File: src/rtl/pipe_hazard_ctrl_pkg.sv
// Shared pipeline-control definitions: controller state encodings,
// register-index type and the NOP word the pipeline latches load on flush/bubble.
package pipe_hazard_ctrl_pkg;

    localparam int REG_W = 3;

    // addi x0,x0,0 -- loaded into F/D or D/X together with instrValid=0
    localparam logic [31:0] NOP_INSTR = 32'h0000_0013;

    typedef logic [REG_W-1:0] reg_idx_t;

    typedef enum logic [1:0] {
        ST_RUN      = 2'd0,
        ST_LOAD_USE = 2'd1,
        ST_MEM_WAIT = 2'd2,
        ST_HALTED   = 2'd3
    } hz_state_e;

endpackage

File: src/rtl/pipe_hazard_ctrl_if.sv
// Hazard-controller bundle: decode/EX hazard fields and memory/halt status
// flowing in, latch hold/flush/bubble controls and status flowing out.
interface pipe_hazard_ctrl_if
    import pipe_hazard_ctrl_pkg::*;
#(
    parameter int CNT_W = 16
);
    logic             instrValidD;
    reg_idx_t         rsD;
    reg_idx_t         rtD;
    logic             useRsD;
    logic             useRtD;
    logic             memReadX;
    logic             regWriteX;
    reg_idx_t         writeRegX;
    logic             pcRedirectX;
    logic             imemStall;
    logic             dmemStall;
    logic             haltW;

    logic             stallF;
    logic             stallD;
    logic             flushD;
    logic             bubbleX;
    logic             freezeAll;
    logic             halted;
    logic             errDmem;
    logic [CNT_W-1:0] stallCount;

    // Pipeline side: supplies hazard information, consumes the controls
    modport master (
        output instrValidD, rsD, rtD, useRsD, useRtD,
               memReadX, regWriteX, writeRegX,
               pcRedirectX, imemStall, dmemStall, haltW,
        input  stallF, stallD, flushD, bubbleX, freezeAll,
               halted, errDmem, stallCount
    );

    // Controller side
    modport slave (
        input  instrValidD, rsD, rtD, useRsD, useRtD,
               memReadX, regWriteX, writeRegX,
               pcRedirectX, imemStall, dmemStall, haltW,
        output stallF, stallD, flushD, bubbleX, freezeAll,
               halted, errDmem, stallCount
    );

endinterface

File: src/rtl/pipe_hazard_ctrl_load_use_detect.sv
// Load-use detector: a load in EX whose destination is read by the valid
// instruction in decode. Purely combinational.
module load_use_detect
    import pipe_hazard_ctrl_pkg::*;
(
    input  logic     instr_valid_d,
    input  reg_idx_t rs_d,
    input  reg_idx_t rt_d,
    input  logic     use_rs_d,
    input  logic     use_rt_d,
    input  logic     mem_read_x,
    input  logic     reg_write_x,
    input  reg_idx_t write_reg_x,
    output logic     load_use
);

    reg_idx_t src_idx [2];
    logic     src_use [2];
    logic     src_hit [2];

    assign src_idx[0] = rs_d;
    assign src_idx[1] = rt_d;
    assign src_use[0] = use_rs_d;
    assign src_use[1] = use_rt_d;

    // One comparator per decode source operand
    generate
        for (genvar gi = 0; gi < 2; gi++) begin : g_src
            assign src_hit[gi] = src_use[gi] && (src_idx[gi] == write_reg_x);
        end
    endgenerate

    assign load_use = mem_read_x && reg_write_x && instr_valid_d &&
                      (src_hit[0] || src_hit[1]);

endmodule

File: src/rtl/pipe_hazard_ctrl.sv
// Central stall/flush controller for the 5-stage pipeline. Resolves dmem wait,
// branch redirect, load-use, imem wait and halt into one control set per cycle,
// counts stalled fetch cycles and flags data-memory timeouts.
module pipe_hazard_ctrl
    import pipe_hazard_ctrl_pkg::*;
#(
    parameter int CNT_W        = 16,
    parameter int DMEM_TIMEOUT = 255
)(
    input  logic clk,
    input  logic rst,
    pipe_hazard_ctrl_if.slave bus
);

    // Wait counter must reach DMEM_TIMEOUT+1 so the overrun is observable
    localparam int                WAIT_W     = $clog2(DMEM_TIMEOUT + 2);
    localparam logic [WAIT_W-1:0] WAIT_LIMIT = WAIT_W'(DMEM_TIMEOUT);
    localparam logic [WAIT_W-1:0] WAIT_MAX   = WAIT_W'(DMEM_TIMEOUT + 1);

    hz_state_e         state_reg, state_next;
    logic [WAIT_W-1:0] wait_cnt_reg, wait_cnt_next;
    logic              err_reg, err_next;
    logic [CNT_W-1:0]  stall_cnt_reg, stall_cnt_next;

    logic load_use;
    logic stall_f, stall_d, flush_d, bubble_x, freeze_all, halted;

    load_use_detect u_load_use_detect (
        .instr_valid_d (bus.instrValidD),
        .rs_d          (bus.rsD),
        .rt_d          (bus.rtD),
        .use_rs_d      (bus.useRsD),
        .use_rt_d      (bus.useRtD),
        .mem_read_x    (bus.memReadX),
        .reg_write_x   (bus.regWriteX),
        .write_reg_x   (bus.writeRegX),
        .load_use      (load_use)
    );

    // State and counter registers; reset returns to RUN with clean counters
    always_ff @(posedge clk or posedge rst) begin
        if (rst) begin
            state_reg     <= ST_RUN;
            wait_cnt_reg  <= '0;
            err_reg       <= 1'b0;
            stall_cnt_reg <= '0;
        end else begin
            state_reg     <= state_next;
            wait_cnt_reg  <= wait_cnt_next;
            err_reg       <= err_next;
            stall_cnt_reg <= stall_cnt_next;
        end
    end

    // Priority arbitration of hazards into controls and next state
    always_comb begin
        stall_f       = 1'b0;
        stall_d       = 1'b0;
        flush_d       = 1'b0;
        bubble_x      = 1'b0;
        freeze_all    = 1'b0;
        halted        = 1'b0;
        state_next    = ST_RUN;
        wait_cnt_next = '0;

        if (state_reg == ST_HALTED) begin
            halted        = 1'b1;
            freeze_all    = 1'b1;
            stall_f       = 1'b1;
            stall_d       = 1'b1;
            state_next    = ST_HALTED;
            wait_cnt_next = wait_cnt_reg;
        end else if (bus.dmemStall) begin
            freeze_all    = 1'b1;
            stall_f       = 1'b1;
            stall_d       = 1'b1;
            state_next    = ST_MEM_WAIT;
            wait_cnt_next = (wait_cnt_reg == WAIT_MAX) ? wait_cnt_reg
                                                       : wait_cnt_reg + 1'b1;
        end else if (bus.pcRedirectX) begin
            flush_d  = 1'b1;
            bubble_x = 1'b1;
        end else if (load_use && (state_reg != ST_LOAD_USE)) begin
            // Only one bubble per load: the hazard is masked in LOAD_USE
            stall_f    = 1'b1;
            stall_d    = 1'b1;
            bubble_x   = 1'b1;
            state_next = ST_LOAD_USE;
        end else if (bus.imemStall) begin
            stall_f = 1'b1;
            flush_d = 1'b1;
        end

        // Halt overrides the next state chosen above, not this cycle's controls
        if (bus.haltW) begin
            state_next = ST_HALTED;
        end
    end

    // Sticky timeout flag and saturating stall-cycle counter
    always_comb begin
        err_next       = err_reg || (wait_cnt_next > WAIT_LIMIT);
        stall_cnt_next = stall_cnt_reg;
        if (stall_f && (state_reg != ST_HALTED) && (stall_cnt_reg != '1)) begin
            stall_cnt_next = stall_cnt_reg + 1'b1;
        end
    end

    assign bus.stallF     = stall_f;
    assign bus.stallD     = stall_d;
    assign bus.flushD     = flush_d;
    assign bus.bubbleX    = bubble_x;
    assign bus.freezeAll  = freeze_all;
    assign bus.halted     = halted;
    assign bus.errDmem    = err_reg;
    assign bus.stallCount = stall_cnt_reg;

endmodule
File: src/flat_wrapper.sv
// flat-port wrapper written by rule: the top's interface ports become plain ports
module pipe_hazard_ctrl_flat import pipe_hazard_ctrl_pkg::*;
#(
    parameter int CNT_W        = 16,
    parameter int DMEM_TIMEOUT = 255
)
  (clk, rst, bus_instrValidD, bus_rsD, bus_rtD, bus_useRsD, bus_useRtD, bus_memReadX, bus_regWriteX, bus_writeRegX, bus_pcRedirectX, bus_imemStall, bus_dmemStall, bus_haltW, bus_stallF, bus_stallD, bus_flushD, bus_bubbleX, bus_freezeAll, bus_halted, bus_errDmem, bus_stallCount);
  pipe_hazard_ctrl_if #(.CNT_W(CNT_W)) bus_i ();
  input  logic clk;
  input  logic rst;
  input wire logic [$bits(bus_i.instrValidD)-1:0] bus_instrValidD;
  input wire logic [$bits(bus_i.rsD)-1:0] bus_rsD;
  input wire logic [$bits(bus_i.rtD)-1:0] bus_rtD;
  input wire logic [$bits(bus_i.useRsD)-1:0] bus_useRsD;
  input wire logic [$bits(bus_i.useRtD)-1:0] bus_useRtD;
  input wire logic [$bits(bus_i.memReadX)-1:0] bus_memReadX;
  input wire logic [$bits(bus_i.regWriteX)-1:0] bus_regWriteX;
  input wire logic [$bits(bus_i.writeRegX)-1:0] bus_writeRegX;
  input wire logic [$bits(bus_i.pcRedirectX)-1:0] bus_pcRedirectX;
  input wire logic [$bits(bus_i.imemStall)-1:0] bus_imemStall;
  input wire logic [$bits(bus_i.dmemStall)-1:0] bus_dmemStall;
  input wire logic [$bits(bus_i.haltW)-1:0] bus_haltW;
  output wire logic [$bits(bus_i.stallF)-1:0] bus_stallF;
  output wire logic [$bits(bus_i.stallD)-1:0] bus_stallD;
  output wire logic [$bits(bus_i.flushD)-1:0] bus_flushD;
  output wire logic [$bits(bus_i.bubbleX)-1:0] bus_bubbleX;
  output wire logic [$bits(bus_i.freezeAll)-1:0] bus_freezeAll;
  output wire logic [$bits(bus_i.halted)-1:0] bus_halted;
  output wire logic [$bits(bus_i.errDmem)-1:0] bus_errDmem;
  output wire logic [$bits(bus_i.stallCount)-1:0] bus_stallCount;
  assign bus_i.instrValidD = bus_instrValidD;
  assign bus_i.rsD = bus_rsD;
  assign bus_i.rtD = bus_rtD;
  assign bus_i.useRsD = bus_useRsD;
  assign bus_i.useRtD = bus_useRtD;
  assign bus_i.memReadX = bus_memReadX;
  assign bus_i.regWriteX = bus_regWriteX;
  assign bus_i.writeRegX = bus_writeRegX;
  assign bus_i.pcRedirectX = bus_pcRedirectX;
  assign bus_i.imemStall = bus_imemStall;
  assign bus_i.dmemStall = bus_dmemStall;
  assign bus_i.haltW = bus_haltW;
  assign bus_stallF = bus_i.stallF;
  assign bus_stallD = bus_i.stallD;
  assign bus_flushD = bus_i.flushD;
  assign bus_bubbleX = bus_i.bubbleX;
  assign bus_freezeAll = bus_i.freezeAll;
  assign bus_halted = bus_i.halted;
  assign bus_errDmem = bus_i.errDmem;
  assign bus_stallCount = bus_i.stallCount;
  pipe_hazard_ctrl #(.CNT_W(CNT_W), .DMEM_TIMEOUT(DMEM_TIMEOUT)) u_core (.clk(clk), .rst(rst), .bus(bus_i));
endmodule
File: config.mk
export PLATFORM = sky130hd
export DESIGN_NAME = pipe_hazard_ctrl_flat
export DESIGN_NICKNAME = d
export VERILOG_FILES = /design/src/rtl/pipe_hazard_ctrl_pkg.sv /design/src/rtl/pipe_hazard_ctrl_if.sv /design/src/rtl/pipe_hazard_ctrl_load_use_detect.sv /design/src/rtl/pipe_hazard_ctrl.sv /design/src/flat_wrapper.sv
export SDC_FILE = /design/constraint.sdc
export NUM_CORES = 1
export LEC_CHECK = 0
export BUFFER_PORTS_ARGS = -buffer_cell sky130_fd_sc_hd__buf_2
export CAP_MARGIN = 20
export CORE_MARGIN = 3
export CORE_UTILIZATION = 52
export DETAILED_ROUTE_END_ITERATION = 7
export PLACE_DENSITY = 0.88
export SYNTH_ARGS = -nofsm -noshare
export SYNTH_HDL_FRONTEND = slang
export SYNTH_SLANG_ARGS = --single-unit
File: constraint.sdc
create_clock -name clk -period 2.4 [get_ports clk]
set_input_delay 0.24 -clock clk [delete_from_list [all_inputs] [get_ports clk]]
set_output_delay 0.24 -clock clk [all_outputs]
set_load 0.03 [all_outputs]
Word-level counts from Yosys, hierarchy flattened
Index checks and enable logic that the tools add are counted.
{"block": "op_classes", "n_addsub": 2, "n_lt_le_gt_ge": 1, "eq_ne": 7, "muxes": 27, "n_reduce_logical": 10}
{"cell": "$mux W9", "n": 3}
{"cell": "$mux W1", "n": 20}
{"cell": "$add A16 B1 Y16 const B", "n": 1}
{"cell": "$ne A16 B16 Y1 const B", "n": 1}
{"cell": "$add A9 B1 Y9 const B", "n": 1}
{"cell": "$eq A9 B9 Y1 const B", "n": 1}
{"cell": "$gt A9 B8 Y1 const B", "n": 1}
{"cell": "$logic_and A1 B1 Y1", "n": 8}
{"cell": "$mux W2", "n": 4}
{"cell": "$eq A3 B3 Y1", "n": 2}
{"cell": "$eq A2 B2 Y1 const B", "n": 1}
{"cell": "$logic_or A1 B1 Y1", "n": 2}
{"cell": "$ne A2 B1 Y1 const B", "n": 1}
{"cell": "$ne A2 B2 Y1 const B", "n": 1}
{"block": "totals", "reg_bits": 28, "in_bits": 20, "out_inout_bits": 23}

Logic depth before layout (Yosys ltp)
Gate-level depths: netlist (run 1).
{"block": "logic_depth", "ltp_word": 11, "depth_mapped": 7}

Modules after synthesis
Synthesis (run 1) repeated with hierarchy kept, for this count alone.
{"block": "hier_totals", "cells_unflattened": 168, "hier_area_um2": 1634.1}
{"mod": "pipe_hazard_ctrl", "instances": 1, "cells_each": 158, "area_each_um2": 1559.0, "seq_area_each_um2": 700.7}
{"mod": "load_use_detect", "instances": 1, "cells_each": 10, "area_each_um2": 75.1, "seq_area_each_um2": 0.0}

Worst setup path before layout (run 1)
No wires, ideal clock.
{"block": "synth_path", "path_type": "register -> register", "from": "register u_core.stall_cnt_reg[0], in the netlist u_core.bus.stallCount[0]", "to": "register u_core.stall_cnt_reg[1], in the netlist u_core.bus.stallCount[1]", "arrival_time_ns": 1.874, "required_time_ns": 2.272, "setup_slack_ns": 0.399, "stages_incl_launch_ff": 7, "n_path_buf": 0, "cell_sequence": "dfrtp_1 -> ha_1 -> and4_1 -> nand3_1 -> o21ai_2 -> a21oi_1 -> mux2_1"}
{"block": "synth_via", "elab_chain_len": 2}
{"item": "start, declared", "line": "pipe_hazard_ctrl.sv:23", "source": "logic [CNT_W-1:0] stall_cnt_reg, stall_cnt_next;"}
{"item": "start signal, assigned", "line": "pipe_hazard_ctrl.sv:51", "source": "stall_cnt_reg <= stall_cnt_next;"}
{"item": "branches (longest 2 deep; another with $add A16 B1 Y16)"}
Parallel ways; which one is timed is not known.
A chain may end at the register's enable or synchronous reset.

Final worst setup path (run 1)
{"block": "layout_path", "from": "register u_core.state_reg[0]", "to": "output port bus_bubbleX"}
{"block": "layout_via", "elab_chain_len": 6}
{"item": "start, declared", "line": "pipe_hazard_ctrl.sv:20", "source": "hz_state_e state_reg, state_next;"}
{"item": "start signal, assigned", "line": "pipe_hazard_ctrl.sv:48", "source": "state_reg <= state_next;"}
{"item": "$ne A2 B1 Y1", "line": "pipe_hazard_ctrl.sv:83", "source": "end else if (load_use && (state_reg != ST_LOAD_USE)) begin"}
{"item": "$logic_and A1 B1 Y1", "line": "pipe_hazard_ctrl.sv:83"}
{"item": "$mux W1", "line": "pipe_hazard_ctrl.sv:83"}
{"item": "$mux W1", "line": "pipe_hazard_ctrl.sv:80", "source": "end else if (bus.pcRedirectX) begin"}
{"item": "$mux W1", "line": "pipe_hazard_ctrl.sv:73", "source": "end else if (bus.dmemStall) begin"}
{"item": "$mux W1 *", "line": "pipe_hazard_ctrl.sv:66", "source": "if (state_reg == ST_HALTED) begin"}
{"item": "end, declared", "line": "flat_wrapper.sv:26", "source": "output wire logic [$bits(bus_i.bubbleX)-1:0] bus_bubbleX;"}
Every way passes the cells marked *; elsewhere a longest branch is shown, timed or not.

==> results.cfg, run 1 <==
[finish]
area_growth_pct = 20.3
final_common_cell = buf_2
layout_common_cells = 42 x buf_2, 28 x dfrtp_1, 18 x xor2_1
drive_above_1_share_pct = 28.2
nets = 230
diodes = 0
largest_reg_flops = 16

[clocking]
clk_pin_slew_ns = 0.16
cts_tree = done
htree_levels = 1
clock_sinks = 28
cts.path.max_buffers = 2
holdBufCountCts = 1
postCtsResizedCells = 0
worstSkewPairLatency_ns = 0.34
cts_setup_buffers = 0
numCtsBuffers = 3
root_buffer = clkbuf_4

[die]
fp-row-count = 19
num_io_pins = 43
chipWidth_um = 61.3
die-area_um2 = 3750
core_um2 = 2830
start_util_pct = 56.1
die_h_um = 61.3

[synth]
ys_warn_count = 0
synth_fp_nets = 182
synthCells = 159
synthesis.area_um2 = 1590
synth_cell_types = 33
syn_avg_cell_area_um2 = 9.99
ys_seq_elements = 28
synth_seq_area_share_pct = 44.1

[sta]
clock.fmax_mhz = 468
min_period_ns = 2.14
slew_headroom_pct = 64.9
final.setup.tns_ns = 0
grt_setup_unrepaired = false
tightest_slew_ns = 0.524
setup_viol = 0
finalCritPeriodShare_pct = 89.0
finalClockSkew_ns = 0.0114
hold_viol_final = 0
slew_viol_final = 0

[pwr]
total_power_mw = 1.38
ir_drop_mv = 0.817
p_leak_nw = 0.812
p_per_area_nw_per_um2 = 723

[worst_setup_path]
cp_slowest_cell = dfrtp_1
critPathMaxStageDelay_ns = 0.42
cp.required_ns = 2.16
crit_type = flop to output port
worstPathArrival_ns = 1.90
cp-end-kind = output port
r2r_start = u_core.bus.stallCount[0]
path_buf_inv = 3
critical_path.max_fanout = 8
crit_chain = nand2_1, inv_2, nor2_1, inv_1, a21oi_1, buf_2
cp-start-kind = flop
crit_family = simple AND/OR/NAND/NOR gates
critical_path.startpoint = u_core.state_reg[0]

[route]
via_count = 1345
highest-signal-layer = met4
detail-route-antenna-nets = 0
wl_per_cell_um = 13.8
wl_met3_um = 129
met2_length_mm = 1.75
drc = 0
wl_mm = 3.28
wl_met1_mm = 1.38
firstDrtPassIters = 4
routed_via_density = 5.68
drt_iter0_markers = 22

[global_route]
grt_pass1_vias = 1258
antenna_found_initial = 0
grt_max_degree = 29
grt_pass1_wl_mm = 5.46
grt.overflow.total = 0
track_usage_pct = 19.4

[placed_design]
io_buffers = 42
gp_congestion = 0.796
dp_hpwl_mm = 2.48

[worst_hold_path]
hp-class = input port to flop
hold_start = bus_haltW

[job]
max_cap_violations = 0

[run_status]
status = completed
## routing by layer
layer / global-route usage [%] / vias up
met5: 0 / -
met4: 4.95 / 0
met3: 4.61 / 4
met2: 35.5 / 26
met1: 22.5 / 649
li1: - / 666
## Yosys cell counts
master | count | area share, %
dfrtp_1 | 28 | 44
xor2_1 | 18 | 9.9
nor2_1 | 14 | 3.3
nand3_1 | 12 | 3.8
a211oi_1 | 10 | 4.7
inv_1 | 10 | 2.4
nand2_1 | 10 | 2.4
xnor2_1 | 8 | 4.4
a21oi_1 | 7 | 2.2
and4_1 | 5 | 2.8
nand4_1 | 5 | 2.0
o21ai_0 | 4 | 1.3
a2111oi_1 | 3 | 1.9
ha_1 | 3 | 2.4
clkbuf_1 | 2 | 0.47
nor3_1 | 2 | 0.63
or3_1 | 2 | 0.79
a2111oi_2 | 1 | 0.95
a21o_1 | 1 | 0.47
a21oi_2 | 1 | 0.55
a22o_1 | 1 | 0.55
a41oi_4 | 1 | 1.7
and3_1 | 1 | 0.39
and4_4 | 1 | 0.71
buf_2 | 1 | 0.31
buf_4 | 1 | 0.47
inv_2 | 1 | 0.24
mux2_1 | 1 | 0.71
nor2b_1 | 1 | 0.39
nor4_2 | 1 | 0.79
o211ai_4 | 1 | 1.3
o21ai_2 | 1 | 0.55
o31ai_1 | 1 | 0.47
## cell families after synthesis
kind of cell               after synthesis  share of synthesized area, %
AOI/OAI and AO/OA                       32                          16.7
xor gates and xnor gates                26                          14.3
adders and majority gates                3                          2.36
buffers and inverters                   15                          3.86
DFF                                     28                          44.1
muxes                                    1                         0.709
and+or+nand+nor                         54                          17.9
## worst register-to-register path: stages, from the launching register on
cell	delay, ns
dfrtp_1	0.44
ha_1	0.21
and4_1	0.27
nand3_1	0.17
o21ai_2	0.36
a21oi_1	0.13
mux2_1	0.34
## stage by stage
step	std cells	hold WS (ns)	setup slack [ns]	cell area [um2]	util, %
floorplan	159	0.305	0.399	1590	-
detailed placement	232	0.321	0.400	1850	65.3
global placement	232	0.315	0.480	1850	65.3
CTS	237	0.0850	0.223	1910	67.5
global route	237	0.0947	0.0896	1910	67.5
finish	237	0.0925	0.263	1910	67.5
## report_power, final
part	internal [mW]	switching [mW]	total, mW
sequential	0.556	0.119	0.675
combinational	0.145	0.245	0.390
clock	0.169	0.145	0.314
## layout make-up
class,instances,area [um2]
Clock buffer,3,22.5
Sequential cell,28,701
Clock inverter,1,30.0
Timing Repair Buffer,47,250
Multi-Input combinational cell,116,826
Tap cell,31,38.8
Fill cell,226,920
Inverter,11,41.3
## worst paths after layout
kind / endpoint / slack, ns / cells past startpoint
setup / recovery: bus_bubbleX / 0.26 / 6
setup reg to reg: u_core.bus.stallCount[1] / 0.37 / 6
max in group asynchronous: u_core.bus.stallCount[6] / 1.67 / 4
hold / removal: u_core.state_reg[1] / 0.09 / 2
min in group asynchronous: u_core.bus.stallCount[8] / 0.47 / 4
hold reg to reg: u_core.bus.errDmem / 0.48 / 2
Note: power is estimated with default switching activity, not from simulation.
==> run 2, diff against run 1 <==
==> constraint.sdc (replaced) <==
create_clock -name clk -period 2.2 [get_ports clk]
set_input_delay 0.22 -clock clk [delete_from_list [all_inputs] [get_ports clk]]
set_output_delay 0.22 -clock clk [all_outputs]
set_load 0.03 [all_outputs]
==> run 2 against run 1 <==
Effect of this change:
- sequential cell count unchanged
- core utilization grew 1.3 points
- highest routed layer unchanged
- cell count grew 1.7%
- largest power group unchanged
- critical endpoint is now u_core.bus.stallCount[1]
==> results.cfg, run 2 (synthesis results as in run 1) <==
[route]
routed_via_density = 5.61
drc = 0
drt_iter0_markers = 42
wl_mm = 3.40
wl_per_cell_um = 14.1
firstDrtPassIters = 4
detail-route-antenna-nets = 0
via_count = 1351

[die]
num_io_pins = 43
start_util_pct = 56.1
chipWidth_um = 61.3
fp-row-count = 19
core_um2 = 2830
die_h_um = 61.3
die-area_um2 = 3750

[global_route]
track_usage_pct = 19.7
grt_pass1_wl_mm = 5.59
grt_pass1_vias = 1311
grt_max_degree = 29
grt.overflow.total = 0
antenna_found_initial = 0

[sta]
tightest_slew_ns = 0.671
final.setup.tns_ns = 0
clock.fmax_mhz = 492
min_period_ns = 2.03
finalClockSkew_ns = 0.00686
slew_headroom_pct = 55.3
finalCritPeriodShare_pct = 92.3
setup_viol = 0
slew_viol_final = 0
grt_setup_unrepaired = false
hold_viol_final = 0

[finish]
drive_above_1_share_pct = 29.5
layout.cells.non_filler = 241
area_growth_pct = 22.6
layout_common_cells = 42 x buf_2, 28 x dfrtp_1, 18 x xor2_1
nets = 234
diodes = 0
stdcell_area_um2 = 1950
filler_cell_count = 228
final_util_pct = 68.8
final_common_cell = buf_2
largest_reg_flops = 16

[placed_design]
placed_cells = 233
dp_hpwl_mm = 2.52
gp_congestion = 0.821
io_buffers = 42
post_dp_cell_area_um2 = 1850

[clocking]
clk_pin_slew_ns = 0.15
cts.path.max_buffers = 2
clock_sinks = 28
cts_tree = done
htree_levels = 1
root_buffer = clkbuf_4
worstSkewPairLatency_ns = 0.34
numCtsBuffers = 3

[worst_setup_path]
r2r_start = u_core.bus.stallCount[0]
cp-end-kind = flop
critical_path.max_fanout = 12
ff2ff_setup_slack_ns = 0.17
cp-start-kind = flop
worstPathArrival_ns = 2.26
reg2regPathDepth = 6
cp.required_ns = 2.43
reg2reg_to = u_core.bus.stallCount[1]
crit_type = flop to flop

[pwr]
power_frac_seq_pct = 48.7
p_switching_mw = 0.555
ir_drop_mv = 0.761
switching_share_pct = 36.7
p_int_mw = 0.956
p_leak_nw = 0.832
p_per_area_nw_per_um2 = 776
combPwrFrac_pct = 28.9
power.share.clock_pct = 22.5
total_power_mw = 1.51

[job]
max_cap_violations = 0

[worst_hold_path]
hp-class = input port to flop
hold_start = bus_haltW
hold_depth = 2
holdPathEnd = u_core.state_reg[1]

[run_status]
status = completed
-- run 2: changes by cell type in the layout (fill, tap and decap cells not counted) --
cell,previous run,this run
o21ai_4,0,1
o21ai_2,1,0
buf_4,4,8
-- run 2: timing repair --
action	in CTS	in global routing
gates cloned	0	0
gates resized for setup	1	0
hold endpoints to repair	28	0
hold buffers	1	0
setup buffers	0	3
endpoints found under the setup margin	1	1
pin swaps	0	1
-- run 2: metal layers --
| layer | track usage, % | wire (um) |
|---|---|---|
| met5 | 0 | 0 |
| met4 | 4.64 | 13 |
| met3 | 4.19 | 129 |
| met2 | 37.5 | 1870 |
| met1 | 22.1 | 1390 |
-- run 2: area by class of cell --
class / instances / area (um2) / share of cell area, %
tap: 31 / 38.8 / 1.99
clock inverter: 1 / 30.0 / 1.54
timing repair buffer: 51 / 280 / 14.4
sequential: 28 / 701 / 36.0
inverter: 11 / 41.3 / 2.12
multi-input combinational: 116 / 833 / 42.8
clock buffer: 3 / 22.5 / 1.16
-- run 2: critical path: stages, from the launching register on --
cell and delay (ns):
dfrtp_1 0.45, ha_1 0.22, and4_1 0.23, nand3_1 0.18, o21ai_4 0.36, a21oi_1 0.13, mux2_1 0.36
-- run 2: power groups by stage --
stage                     registers [mW]  logic [mW]  clock network [mW]
after global routing               0.751       0.480               0.366
after floorplan                    0.829       0.195                   0
after detailed placement           0.744       0.434                   0
final                              0.735       0.436               0.340
after CTS                          0.735       0.439               0.348
after global placement             0.735       0.422                   0
-- run 2: worst max-delay path by stage --
stage / slack [ns] / from / depth (start not counted) / endpoint
final: 0.17 / u_core.bus.stallCount[0] / 6 / u_core.bus.stallCount[1]
after floorplan: 0.20 / u_core.bus.stallCount[0] / 6 / u_core.bus.stallCount[1]
after global routing: 0.03 / u_core.bus.stallCount[0] / 6 / u_core.bus.stallCount[1]
after CTS: 0.10 / u_core.bus.stallCount[0] / 6 / u_core.bus.stallCount[1]
after detailed placement: 0.02 / u_core.bus.stallCount[0] / 6 / u_core.bus.stallCount[1]
after global placement: 0.13 / u_core.bus.stallCount[0] / 6 / u_core.bus.stallCount[1]
-- run 2: through the flow --
stage | hold slack, ns | setup WS (ns)
final | 0.0792 | 0.169
after global routing | 0.0757 | 0.0322
after CTS | 0.0654 | 0.103
after detailed placement | 0.300 | 0.0233
after global placement | 0.297 | 0.127
after floorplan | 0.285 | 0.199
